File: src/rtl/mem_arbiter.sv
// Round-robin arbiter sharing the single MMU access path between the CPU
// instruction-fetch port (IF) and data port (DM), with a fixed hold window.
module mem_arbiter #(
  parameter int WAIT_CYCLES = 2
) (
  input  logic        clk,
  input  logic        rst_n,
  input  logic        if_req,
  input  logic [31:0] if_addr,
  output logic        if_ack,
  output logic [31:0] if_rdata,
  output logic        if_err,
  input  logic        dm_req,
  input  logic        dm_we,
  input  logic        dm_byte,
  input  logic [31:0] dm_addr,
  input  logic [31:0] dm_wdata,
  output logic        dm_ack,
  output logic [31:0] dm_rdata,
  output logic        dm_err,
  output logic        mmu_if_read,
  output logic        mmu_if_write,
  output logic [31:0] mmu_addr,
  output logic [31:0] mmu_input_data,
  output logic        mmu_bytemode,
  input  logic [31:0] mmu_output_data,
  output logic [1:0]  dbg_state
);

  typedef enum logic [1:0] {
    IDLE   = 2'd0,
    ACCESS = 2'd1,
    DONE   = 2'd2
  } state_t;

  state_t      state, state_nx;
  logic        last_grant;  // 0 = IF, 1 = DM
  logic        grant;
  logic        grant_nx;
  logic        misaligned;
  logic        we_q;
  logic        err_q;
  logic [3:0]  cnt;

  // Handshake: a port holds req and its fields stable until its one-cycle
  // ack; an ack with err set means the access never reached the MMU.
  always_comb begin
    state_nx   = state;
    grant_nx   = grant;
    misaligned = 1'b0;
    case (state)
      IDLE: begin
        if (if_req || dm_req) begin
          grant_nx   = (if_req && dm_req) ? ~last_grant : dm_req;
          misaligned = grant_nx ? ((dm_addr[1:0] != 2'b00) && !dm_byte)
                                : (if_addr[1:0] != 2'b00);
          state_nx   = misaligned ? DONE : ACCESS;
        end
      end
      ACCESS:  if (cnt == 4'd0) state_nx = DONE;
      DONE:    state_nx = IDLE;
      default: state_nx = IDLE;
    endcase
  end

  assign mmu_if_read  = (state == ACCESS) && !we_q;
  assign mmu_if_write = (state == ACCESS) && we_q;
  assign if_ack       = (state == DONE) && !grant;
  assign dm_ack       = (state == DONE) && grant;
  assign if_err       = if_ack && err_q;
  assign dm_err       = dm_ack && err_q;
  assign dbg_state    = state;

  always_ff @(posedge clk) begin
    if (!rst_n) begin
      state          <= IDLE;
      last_grant     <= 1'b0;
      grant          <= 1'b0;
      we_q           <= 1'b0;
      err_q          <= 1'b0;
      cnt            <= 4'd0;
      mmu_addr       <= 32'd0;
      mmu_input_data <= 32'd0;
      mmu_bytemode   <= 1'b0;
      if_rdata       <= 32'd0;
      dm_rdata       <= 32'd0;
    end else begin
      state <= state_nx;
      if (state == IDLE && state_nx != IDLE) begin
        grant      <= grant_nx;
        last_grant <= grant_nx;
        err_q      <= misaligned;
        // A rejected access leaves the MMU address/data lines untouched.
        if (!misaligned) begin
          we_q         <= grant_nx && dm_we;
          mmu_addr     <= grant_nx ? dm_addr : if_addr;
          mmu_bytemode <= grant_nx && dm_byte;
          if (grant_nx)
            mmu_input_data <= dm_byte ? {24'd0, dm_wdata[7:0]} : dm_wdata;
          cnt          <= 4'(WAIT_CYCLES - 1);
        end
      end
      if (state == ACCESS) begin
        cnt <= cnt - 4'd1;
        if (cnt == 4'd0 && !we_q) begin
          if (grant) dm_rdata <= mmu_output_data;
          else       if_rdata <= mmu_output_data;
        end
      end
    end
  end

endmodule

File: config.mk
export PLATFORM = sky130hd
export DESIGN_NAME = mem_arbiter
export DESIGN_NICKNAME = d
export VERILOG_FILES = /design/src/rtl/mem_arbiter.sv
export SDC_FILE = /design/constraint.sdc
export NUM_CORES = 1
export LEC_CHECK = 0
export CORE_AREA = 2 2 105 107
export DETAILED_ROUTE_END_ITERATION = 10
export DIE_AREA = 0 0 107 109
export DONT_BUFFER_PORTS = 1
export HOLD_SLACK_MARGIN = 0.06
export PLACE_DENSITY = 0.67
export SKIP_CTS_REPAIR_TIMING = 1
export SLEW_MARGIN = 20
export SYNTH_ARGS = -nofsm -noshare
export SYNTH_HDL_FRONTEND = slang
export SYNTH_SLANG_ARGS = --single-unit
File: constraint.sdc
create_clock -name clk -period 3.1 [get_ports clk]
set_input_delay 0.31 -clock clk [delete_from_list [all_inputs] [get_ports clk]]
set_output_delay 0.31 -clock clk [all_outputs]
set_load 0.01 [all_outputs]
-- After elaboration in Yosys (flattened, before gate mapping)
Index checks and enable logic that the tools add are counted.
- register bits: 138
- output and inout bits: 137
- bits of input ports: 134
- word-level logic and storage cells: 58
- multiplexer cells: 15
- eq/ne operators: 3
- bitwise gates (word level): 2
- reduce and logical (&&, ||, !) cells: 27
- add/sub/neg operators: 1
- operators with widths (cell ; count):
    $mux W32 ; 2
    $logic_and A1 B1 Y1 ; 12
    $mux W4 ; 3
    $reduce_and A3 Y1 ; 3
    $reduce_bool A2 Y1 ; 4
    $mux W1 ; 6
    $mux W2 ; 3
    $logic_not A4 Y1 ; 1
    $pmux W2 S2 ; 1
    $reduce_and A2 Y1 ; 2
    $sub A4 B1 Y4 const B ; 1
    $logic_not A1 Y1 ; 3
    $eq A2 B1 Y1 const B ; 1
    $eq A2 B2 Y1 const B ; 1
    $logic_not A2 Y1 ; 1
    $ne A2 B1 Y1 const B ; 1
    $not A1 Y1 ; 2
    $logic_or A1 B1 Y1 ; 1

-- Depth between registers and ports, before layout
Gate-level depths: netlist of run 1.
- depth in word-level cells: 10
- gate-level depth with buffers: 8
- mapped depth without buffers: 6

-- Worst setup path before layout of run 1
OpenSTA, ideal clock, no wires.
- kind: register -> register
- start: register cnt[0]
- end: register if_rdata[0]
- stages on the path, launching flop included: 8
- arrival: 1.507 ns
- buffers on the path: 1
- setup time: 0.070 ns
- data required time: 3.030 ns
- path slack: 1.523 ns
- clock period less this slack: 1.577 ns
- cells stage by stage: dfxtp_1 > inv_1 > ha_1 > or3b_1 > nor4_4 > buf_2 > nand2_1 > a21oi_1
- cells in the longest elaborated chain, start to end: 3
- RTL lines (element ; line ; text):
    start, declared ; 43 ; logic [3:0] cnt;
    start signal, assigned ; 100 ; cnt <= 4'(WAIT_CYCLES - 1);
    start signal, assigned ; 104 ; cnt <= cnt - 4'd1;
    $logic_not A4 Y1 ; 105 ; if (cnt == 4'd0 && !we_q) begin
    $logic_and A1 B1 Y1 ; 105 ;
    $reduce_and A3 Y1 (no line) ; n/a ;
    end signal, assigned ; 107 ; else if_rdata <= mmu_output_data;
    end, declared ; 11 ; output logic [31:0] if_rdata,
Every way passes these cells.
A chain may end at the register's enable or synchronous reset.

-- Worst setup path in the final report of run 1
- start: register state[1], in the netlist dbg_state[1]
- end: register mmu_addr[30]
- cells in the longest elaborated chain, start to end: 5
- elaborated cells on any way between the ends: 12
- those cells by class: eq/ne: 1; mux: 6; bitwise: 1; reduce/logical: 4
- RTL lines (element ; line ; text):
    start, declared ; 36 ; state_t state, state_nx;
    start signal, assigned ; 88 ; state <= state_nx;
    $eq A2 B1 Y1, or another cell as far along ; 51 ; case (state)
    $pmux W2 S2 ; 51 ;
    $reduce_bool A2 Y1 ; 89 ; if (state == IDLE && state_nx != IDLE) begin
    $logic_and A1 B1 Y1 ; 89 ;
    $reduce_and A2 Y1 (no line) ; n/a ;
    end signal, assigned ; 96 ; mmu_addr <= grant_nx ? dm_addr : if_addr;
    end, declared ; 23 ; output logic [31:0] mmu_addr,
Several ways; a longest one is shown, not always the timed one.

==> impl_results.rst, run 1 <==
.. list-table::
   :header-rows: 1

   * - Metric
     - Value
   * - Number of non-filler instances in the completed layout
     - 921
   * - Average cell area after synthesis
     - between 8 and 9 sq um
   * - Worst Hold Class
     - input pin to flip-flop
   * - Clock Sink Count
     - 138
   * - Overall die height
     - ~110 microns
   * - Fin nets
     - about 900
   * - Endpoint of the worst register-to-register path
     - mmu_addr[30]
   * - Unrepaired setup endpoints after global routing
     - no
   * - Count of buffers from port buffering
     - 0
   * - Post-detailed-route wirelength per cell
     - between 15 and 20 microns
   * - Worst Setup Start Kind
     - flip-flop
   * - Initial antenna violation count
     - 0
   * - Logic depth of the worst register-to-register path
     - 5
   * - Capture point of the critical path
     - mmu_addr[30]
   * - Run status
     - finished, final reports clean
   * - Most common cell after layout, fill and taps aside
     - nand2_1
   * - Clock tree from TritonCTS
     - yes
   * - DR pass1 iterations
     - 7
   * - Vias/cell
     - around 5.7
   * - I/O pin cnt
     - approximately 270
   * - Power per unit of standard cell area
     - roughly 640 nW/um^2
   * - Post-Route Setup TNS
     - 0 ns
   * - Total power of the final layout
     - between 4 and 5 mW
   * - Slew HR
     - 0.323
   * - Maximum number of buffers from clock root to sink
     - 2
   * - Horiz. Die Dim
     - roughly 110 microns
   * - Gpl congestion
     - between 0.7 and 0.8
   * - Core occupancy in the finished layout
     - 0.694
   * - Critical path class
     - flip-flop to flip-flop
   * - Root Buffer
     - clkbuf_8
   * - Mapped Area
     - around 5500 sq um
   * - R2r startpoint
     - dbg_state[1]
   * - Vias in the first global route
     - 4284
   * - Number of fillers in the final layout
     - a little under 800
   * - Worst-path cell with the longest stage delay
     - o21a_1
   * - Placeable core region
     - approximately 11000 sq um
   * - Fraction of layout cells with a size suffix above 1
     - 0.0871
   * - Achievable clock frequency
     - 352 MHz
   * - Starting density of the core
     - 0.517
   * - Final-report setup violation count
     - 0
   * - Total of flip-flops plus latches after synthesis
     - between 100 and 150
   * - Leakage power figure
     - between 2 and 3 nW
   * - Endpoint required time on the critical path
     - 3.56 ns
   * - Final min period
     - around 2.8 ns
   * - DP Area
     - 5480 sq um
   * - First DRT Iteration DRCs
     - around 490
   * - Std-Cell Rows
     - 38
   * - DIE AREA
     - ~12000 sq um
   * - Sequential share of the synthesized area
     - 0.504
   * - Cells traversed along the worst timing path
     - nor3b_1, o21a_1, nand2_1, a311oi_1, dlygate4sd3_1
   * - Worst slack after detailed placement
     - 0.937 ns
   * - Routed Wire Length
     - 16600 microns
   * - Cells after synthesis
     - 665
   * - H-tree depth
     - 4
   * - Cell count along the critical path
     - 5
   * - Worst hold slack after final layout
     - 0.0622 ns
   * - Beginning of the critical path
     - dbg_state[1]
   * - Worst clock skew
     - between 0.015 and 0.02 ns
   * - Worst endpoint data arrival time
     - ~3.3 ns
   * - Crit path setup slack, layout
     - ~0.26 ns
   * - Transition time at the pin with the least slew margin
     - around 1.0 ns
   * - Detailed-route via count
     - 5205
   * - Count of inserted antenna diode cells
     - 0
   * - Highest-count cells in the layout ignoring fill and taps
     - nand2_1 (236), dfxtp_1 (138), a21oi_1 (131)
   * - Final Hold Vio Count
     - 0
   * - Synthesized Nets
     - 801
   * - Number of placed cells counting well taps
     - 760
   * - Final number of max-transition violations
     - 0
   * - Num CTS Buffers
     - 17
   * - Critical path's top delay family
     - compound AO/OA/AOI/OAI gates
   * - R2R setup slack
     - roughly 0.26 ns
   * - Total congestion overflow after global routing
     - 0
   * - Syn-to-layout area delta
     - 34.3%
   * - Global-route wire length before repair
     - roughly 22000 microns
   * - Post-Layout Inst Area
     - approximately 7400 sq um
   * - Largest net degree at the start of global routing
     - slightly below 80
   * - Critical path capture point type
     - flip-flop
   * - Worst VDD drop
     - 0.000313 V
   * - Sum of net half-perimeters after detailed placement
     - about 10000 microns
   * - Crit path buf inv count
     - 1
   * - Final critical-path share of the clock period
     - 0.917
   * - Overall routing resource usage
     - 0.235
   * - Clock Latency Late Sink
     - between 0.5 and 0.6 ns
   * - Largest fanout on the critical path
     - 30
   * - DRC Markers
     - 0
   * - YS warnings
     - 0
   * - Stage delay of the slowest cell on the critical path
     - 0.84 ns
   * - Remaining number of nets flagged by the antenna check after routing
     - 0
   * - Post-synthesis cell type count
     - 39
   * - CTS clock-pin slew for the worst setup and hold paths
     - roughly 0.06 ns
   * - Max-Cap Viols
     - 0
[worst min path at each step]
stage | startpoint | end | slack (ns) | cells past startpoint
2_1_floorplan | mmu_output_data[0] | dm_rdata[0] | 0.45 | 2
3_3_place_gp | mmu_output_data[31] | if_rdata[31] | 0.45 | 2
3_5_place_dp | dm_wdata[5] | mmu_input_data[5] | 0.45 | 2
4_1_cts | mmu_output_data[21] | dm_rdata[21] | -0.1 | 2
5_1_grt | rst_n | we_q | 0.06 | 3
6_report | rst_n | we_q | 0.06 | 3
[metal layers]
metal,GRT usage,share of wire,vias up
met1,0.268,0.39,2453
li1,-,-,2461
met3,0.0962,0.092,29
met5,0,0,-
met2,0.394,0.50,262
met4,0.0946,0.018,0
[registers in the layout (all words and copies together), names as in the netlist]
register	cells
we_q	1
cnt	4
grant	1
mmu_input_data	32
if_rdata	32
mmu_bytemode	1
mmu_addr	32
dm_rdata	32
err_q	1
dbg_state	2
[power by group]
group          internal (mW)  switching (mW)
combinational          0.316           0.399
sequential              1.89           0.142
clock                   1.23           0.770
[worst reg2reg max path: cells and delay by family, from the launching register on]
| kind | cells | cell delay, ns |
|---|---|---|
| AOI/OAI and AO/OA | 2 | 1.27 |
| and+or+nand+nor | 2 | 0.51 |
| buffers and inverters | 1 | 0.62 |
| DFF | 1 | 0.41 |
[cell families after synthesis]
group / Yosys count / synth area share
AOI/OAI and AO/OA: 174 / 0.204
muxes: 1 / 0.00274
xor gates and xnor gates: 2 / 0.00320
adders and majority gates: 2 / 0.00456
DFF: 138 / 0.504
and+or+nand+nor: 290 / 0.232
buffers and inverters: 58 / 0.0493
[synthesized netlist by cell type, drive strengths merged]
cell     count  area [sq um]
nand2      236           886
dfxtp      138          2760
a21oi      131           656
a311oi      30           363
clkbuf      29           110
buf         26           149
nand3b      25           188
a31o         4          35.0
and2         4          27.5
nor2         4          15.0
and3         3          18.8
inv          3          11.3
nand3        3          15.0
nor2b        3          18.8
nor3         3          15.0
nor3b        3          27.5
ha           2          25.0
nand2b       2          12.5
nor4         2          27.5
o21a         2          15.0
o21ai        2          10.0
a211oi       1          7.51
a21boi       1          11.3
a31oi        1          6.26
mux2         1          15.0
nand4bb      1          11.3
o21bai       1          7.51
o32ai        1          8.76
or3b         1          8.76
xnor2        1          8.76
xor2         1          8.76
[layout make-up]
cell class | count | area [sq um] | share of cell area
Inverter | 3 | 13.8 | 0.00187
Tap cell | 140 | 175 | 0.0238
Multi-Input combinational cell | 469 | 2450 | 0.333
Timing Repair Buffer | 139 | 1370 | 0.186
Clock buffer | 18 | 418 | 0.0568
Sequential cell | 138 | 2760 | 0.375
Clock inverter | 14 | 174 | 0.0236
No activity file was read; power rests on OpenSTA's default activity.
==> run 2: changes to the inputs <==
--- a/config.mk
+++ b/config.mk
@@ -5,12 +5,12 @@
 export SDC_FILE = /design/constraint.sdc
 export NUM_CORES = 1
 export LEC_CHECK = 0
-export CORE_AREA = 2 2 105 107
+export CORE_MARGIN = 2
+export CORE_UTILIZATION = 50
 export DETAILED_ROUTE_END_ITERATION = 10
-export DIE_AREA = 0 0 107 109
 export DONT_BUFFER_PORTS = 1
 export HOLD_SLACK_MARGIN = 0.06
-export PLACE_DENSITY = 0.67
+export PLACE_DENSITY = 0.65
 export SKIP_CTS_REPAIR_TIMING = 1
 export SLEW_MARGIN = 20
 export SYNTH_ARGS = -nofsm -noshare
==> run 2 against run 1 <==
Effect of this change: maximum frequency grew 5.6%; clock power is essentially flat; critical path depth is the same; count of clock-buffer cells in the layout grew 1; combinational power grew 1%; sequential share of layout area is essentially flat; first-iteration DRC count shrank 18%; global-route usage shrank 0.16 points; clock skew shrank 0.011 ns; largest cell class unchanged; non-clock buffer count is the same; final area is essentially flat; register-to-register slack gained 0.15 ns.
==> impl_results.rst, run 2 (synthesis results as in run 1) <==
.. list-table::
   :header-rows: 1

   * - Metric
     - Value
   * - Final number of max-transition violations
     - 0 (unchanged)
   * - Worst Setup Start Kind
     - flip-flop
   * - Beginning of the critical path
     - grant
   * - Worst-path cell with the longest stage delay
     - dlygate4sd3_1
   * - Achievable clock frequency
     - 372 MHz (+5.6%)
   * - Worst Hold Class
     - input pin to flip-flop
   * - Number of fillers in the final layout
     - 806 (+3.6%)
   * - Starting density of the core
     - 0.510 (-0.00686)
   * - Final min period
     - 2.69 ns (-0.151 ns)
   * - Count of inserted antenna diode cells
     - 0 (unchanged)
   * - Std-Cell Rows
     - 38 (unchanged)
   * - Overall routing resource usage
     - 0.233 (-0.00165)
   * - Busiest grt layer
     - met2
   * - Fin nets
     - 904 (unchanged)
   * - Fraction of layout cells with a size suffix above 1
     - 0.0859 (-0.00117)
   * - Worst endpoint data arrival time
     - 3.08 ns (-0.22 ns)
   * - Area occupied by registers
     - 2760 sq um (unchanged)
   * - Cells traversed along the worst timing path
     - a21boi_2, mux2_4, and2_4, a311oi_1, dlygate4sd3_1
   * - Critical path class
     - flip-flop to flip-flop
   * - Gpl congestion
     - 0.775 (-0.18%)
   * - CTS clock-pin slew for the worst setup and hold paths
     - 0.06 ns (about the same)
   * - Clock Sink Count
     - 138 (unchanged)
   * - Leakage power figure
     - 2.65 nW (+0.25%)
   * - Unrepaired setup endpoints after global routing
     - no
   * - R2r startpoint
     - grant
   * - Total congestion overflow after global routing
     - 0 (unchanged)
   * - Max-Cap Viols
     - 0 (unchanged)
   * - First DRT Iteration DRCs
     - 396 (-18%)
   * - Post-detailed-route wirelength per cell
     - 17.9 microns (-0.44%)
   * - Run status
     - finished, final reports clean
   * - Total power of the final layout
     - 4.75 mW (+0.16%)
   * - Final-report setup violation count
     - 0 (unchanged)
   * - Largest fanout on the critical path
     - 38 (+27%)
   * - Syn-to-layout area delta
     - 34.4% (about the same)
   * - Highest-count cells in the layout ignoring fill and taps
     - nand2_1 (236), dfxtp_1 (138), a21oi_1 (131)
   * - Maximum number of buffers from clock root to sink
     - 2 (unchanged)
   * - DP Area
     - 5490 sq um (+0.23%)
   * - Transition time at the pin with the least slew margin
     - 0.703 ns (-0.313 ns)
   * - Worst clock skew
     - 0.00688 ns (-0.0109 ns)
   * - Number of cells traversed by the worst hold path
     - 3 (unchanged)
   * - Num CTS Buffers
     - 17 (unchanged)
   * - Routed Wire Length
     - 16500 microns (-0.55%)
   * - Met3 GRT Util
     - 0.0962 (unchanged)
   * - M2 GR Usage
     - 0.385 (-0.00872)
   * - Detailed-route via count
     - 5257 (+1.0%)
   * - R2R setup slack
     - 0.41 ns (+0.15 ns)
   * - Endpoint of the worst register-to-register path
     - mmu_addr[7]
   * - Root Buffer
     - clkbuf_8
   * - Clock Latency Late Sink
     - 0.51 ns (about the same)
   * - Remaining number of nets flagged by the antenna check after routing
     - 0 (unchanged)
   * - Final Hold Vio Count
     - 0 (unchanged)
   * - DIE AREA
     - 11800 sq um (+1.3%)
   * - Post-Route Setup TNS
     - 0 ns (unchanged)
   * - Launch instance of the worst min-delay path
     - rst_n
   * - I/O pin cnt
     - 271 (unchanged)
   * - Horiz. Die Dim
     - 109 microns (+1.6%)
   * - Most common cell after layout, fill and taps aside
     - nand2_1
   * - Vias in the first global route
     - 4334 (+1.2%)
   * - Placeable core region
     - 10700 sq um (+1.3%)
   * - Worst VDD drop
     - 0.000350 V (+12%)
   * - Count of buffers from port buffering
     - 0 (unchanged)
   * - Stage delay of the slowest cell on the critical path
     - 0.62 ns (-0.22 ns)
   * - DR pass1 iterations
     - 5 (-2)
   * - Capture endpoint of the worst hold path
     - mmu_bytemode
   * - DRC Markers
     - 0 (unchanged)
   * - Vias/cell
     - 5.71 (+1.1%)
   * - Global-route wire length before repair
     - 21500 microns (+0.19%)
   * - Logic depth of the worst register-to-register path
     - 5 (unchanged)
   * - Final critical-path share of the clock period
     - 0.868 (-0.0487)
   * - Clock tree from TritonCTS
     - yes
   * - Multi-input combinational cell area
     - 2450 sq um (unchanged)
   * - Global routing usage on met1
     - 0.265 (-0.00266)
   * - Power per unit of standard cell area
     - 645 nW/um^2 (+0.12%)
   * - Initial antenna violation count
     - 0 (unchanged)
   * - Slew HR
     - 0.530 (+0.207)
   * - Critical path capture point type
     - flip-flop
   * - Overall die height
     - 109 microns (-0.27%)
   * - Largest net degree at the start of global routing
     - 86 (+12%)
   * - Post-Layout Inst Area
     - 7360 sq um (about the same)
   * - Endpoint required time on the critical path
     - 3.49 ns (-0.07 ns)
   * - H-tree depth
     - 4 (unchanged)
   * - Sum of net half-perimeters after detailed placement
     - 9820 microns (-1.6%)
run 2: routing by layer:
metal  up-vias  routed length (microns)
li1       2465                        -
met1      2503                     6200
met2       246                     8310
met3        43                     1540
met4         0                      425
met5         -                        0
run 2: worst max-delay path by stage:
stage,endpoint,slack (ns)
CTS,if_err,0.91
detailed placement,mmu_addr[5],1.04
floorplan,if_rdata[0],1.52
global route,mmu_addr[7],0.26
finish,mmu_addr[7],0.41
global placement,mmu_addr[24],1.13
run 2: cell type report:
class | count | area share
multi-input cells | 469 | 0.333
inverters | 3 | 0.00187
well taps | 140 | 0.0238
clock inverters | 12 | 0.0204
clock buffers | 19 | 0.0586
repair buffers | 139 | 0.187
flip-flops and latches | 138 | 0.375
run 2: worst max-delay path, delay by kind of cell (launching register included):
kind | cells | cell delay (ns)
buffers and inverters | 1 | 0.62
AO/OA/AOI/OAI | 2 | 0.34
multiplexers | 1 | 0.49
AND/OR/NAND/NOR | 1 | 0.55
flip-flops | 1 | 0.57
run 2: per-stage QoR:
| stage | util | std cells | setup WS [ns] | hold slack [ns] |
|---|---|---|---|---|
| after floorplan | - | 665 | 1.52 | 0.446 |
| after global placement | 0.511 | 760 | 1.13 | 0.448 |
| after detailed placement | 0.511 | 760 | 1.04 | 0.452 |
| after CTS | 0.565 | 791 | 0.906 | -0.0963 |
| after global routing | 0.685 | 920 | 0.263 | 0.0774 |
| final | 0.685 | 920 | 0.409 | 0.0734 |
run 2: report_power, final:
group	internal, mW	total, mW	switching (mW)
clock	1.24	2.00	0.760
sequential	1.89	2.03	0.143
combinational	0.320	0.723	0.403
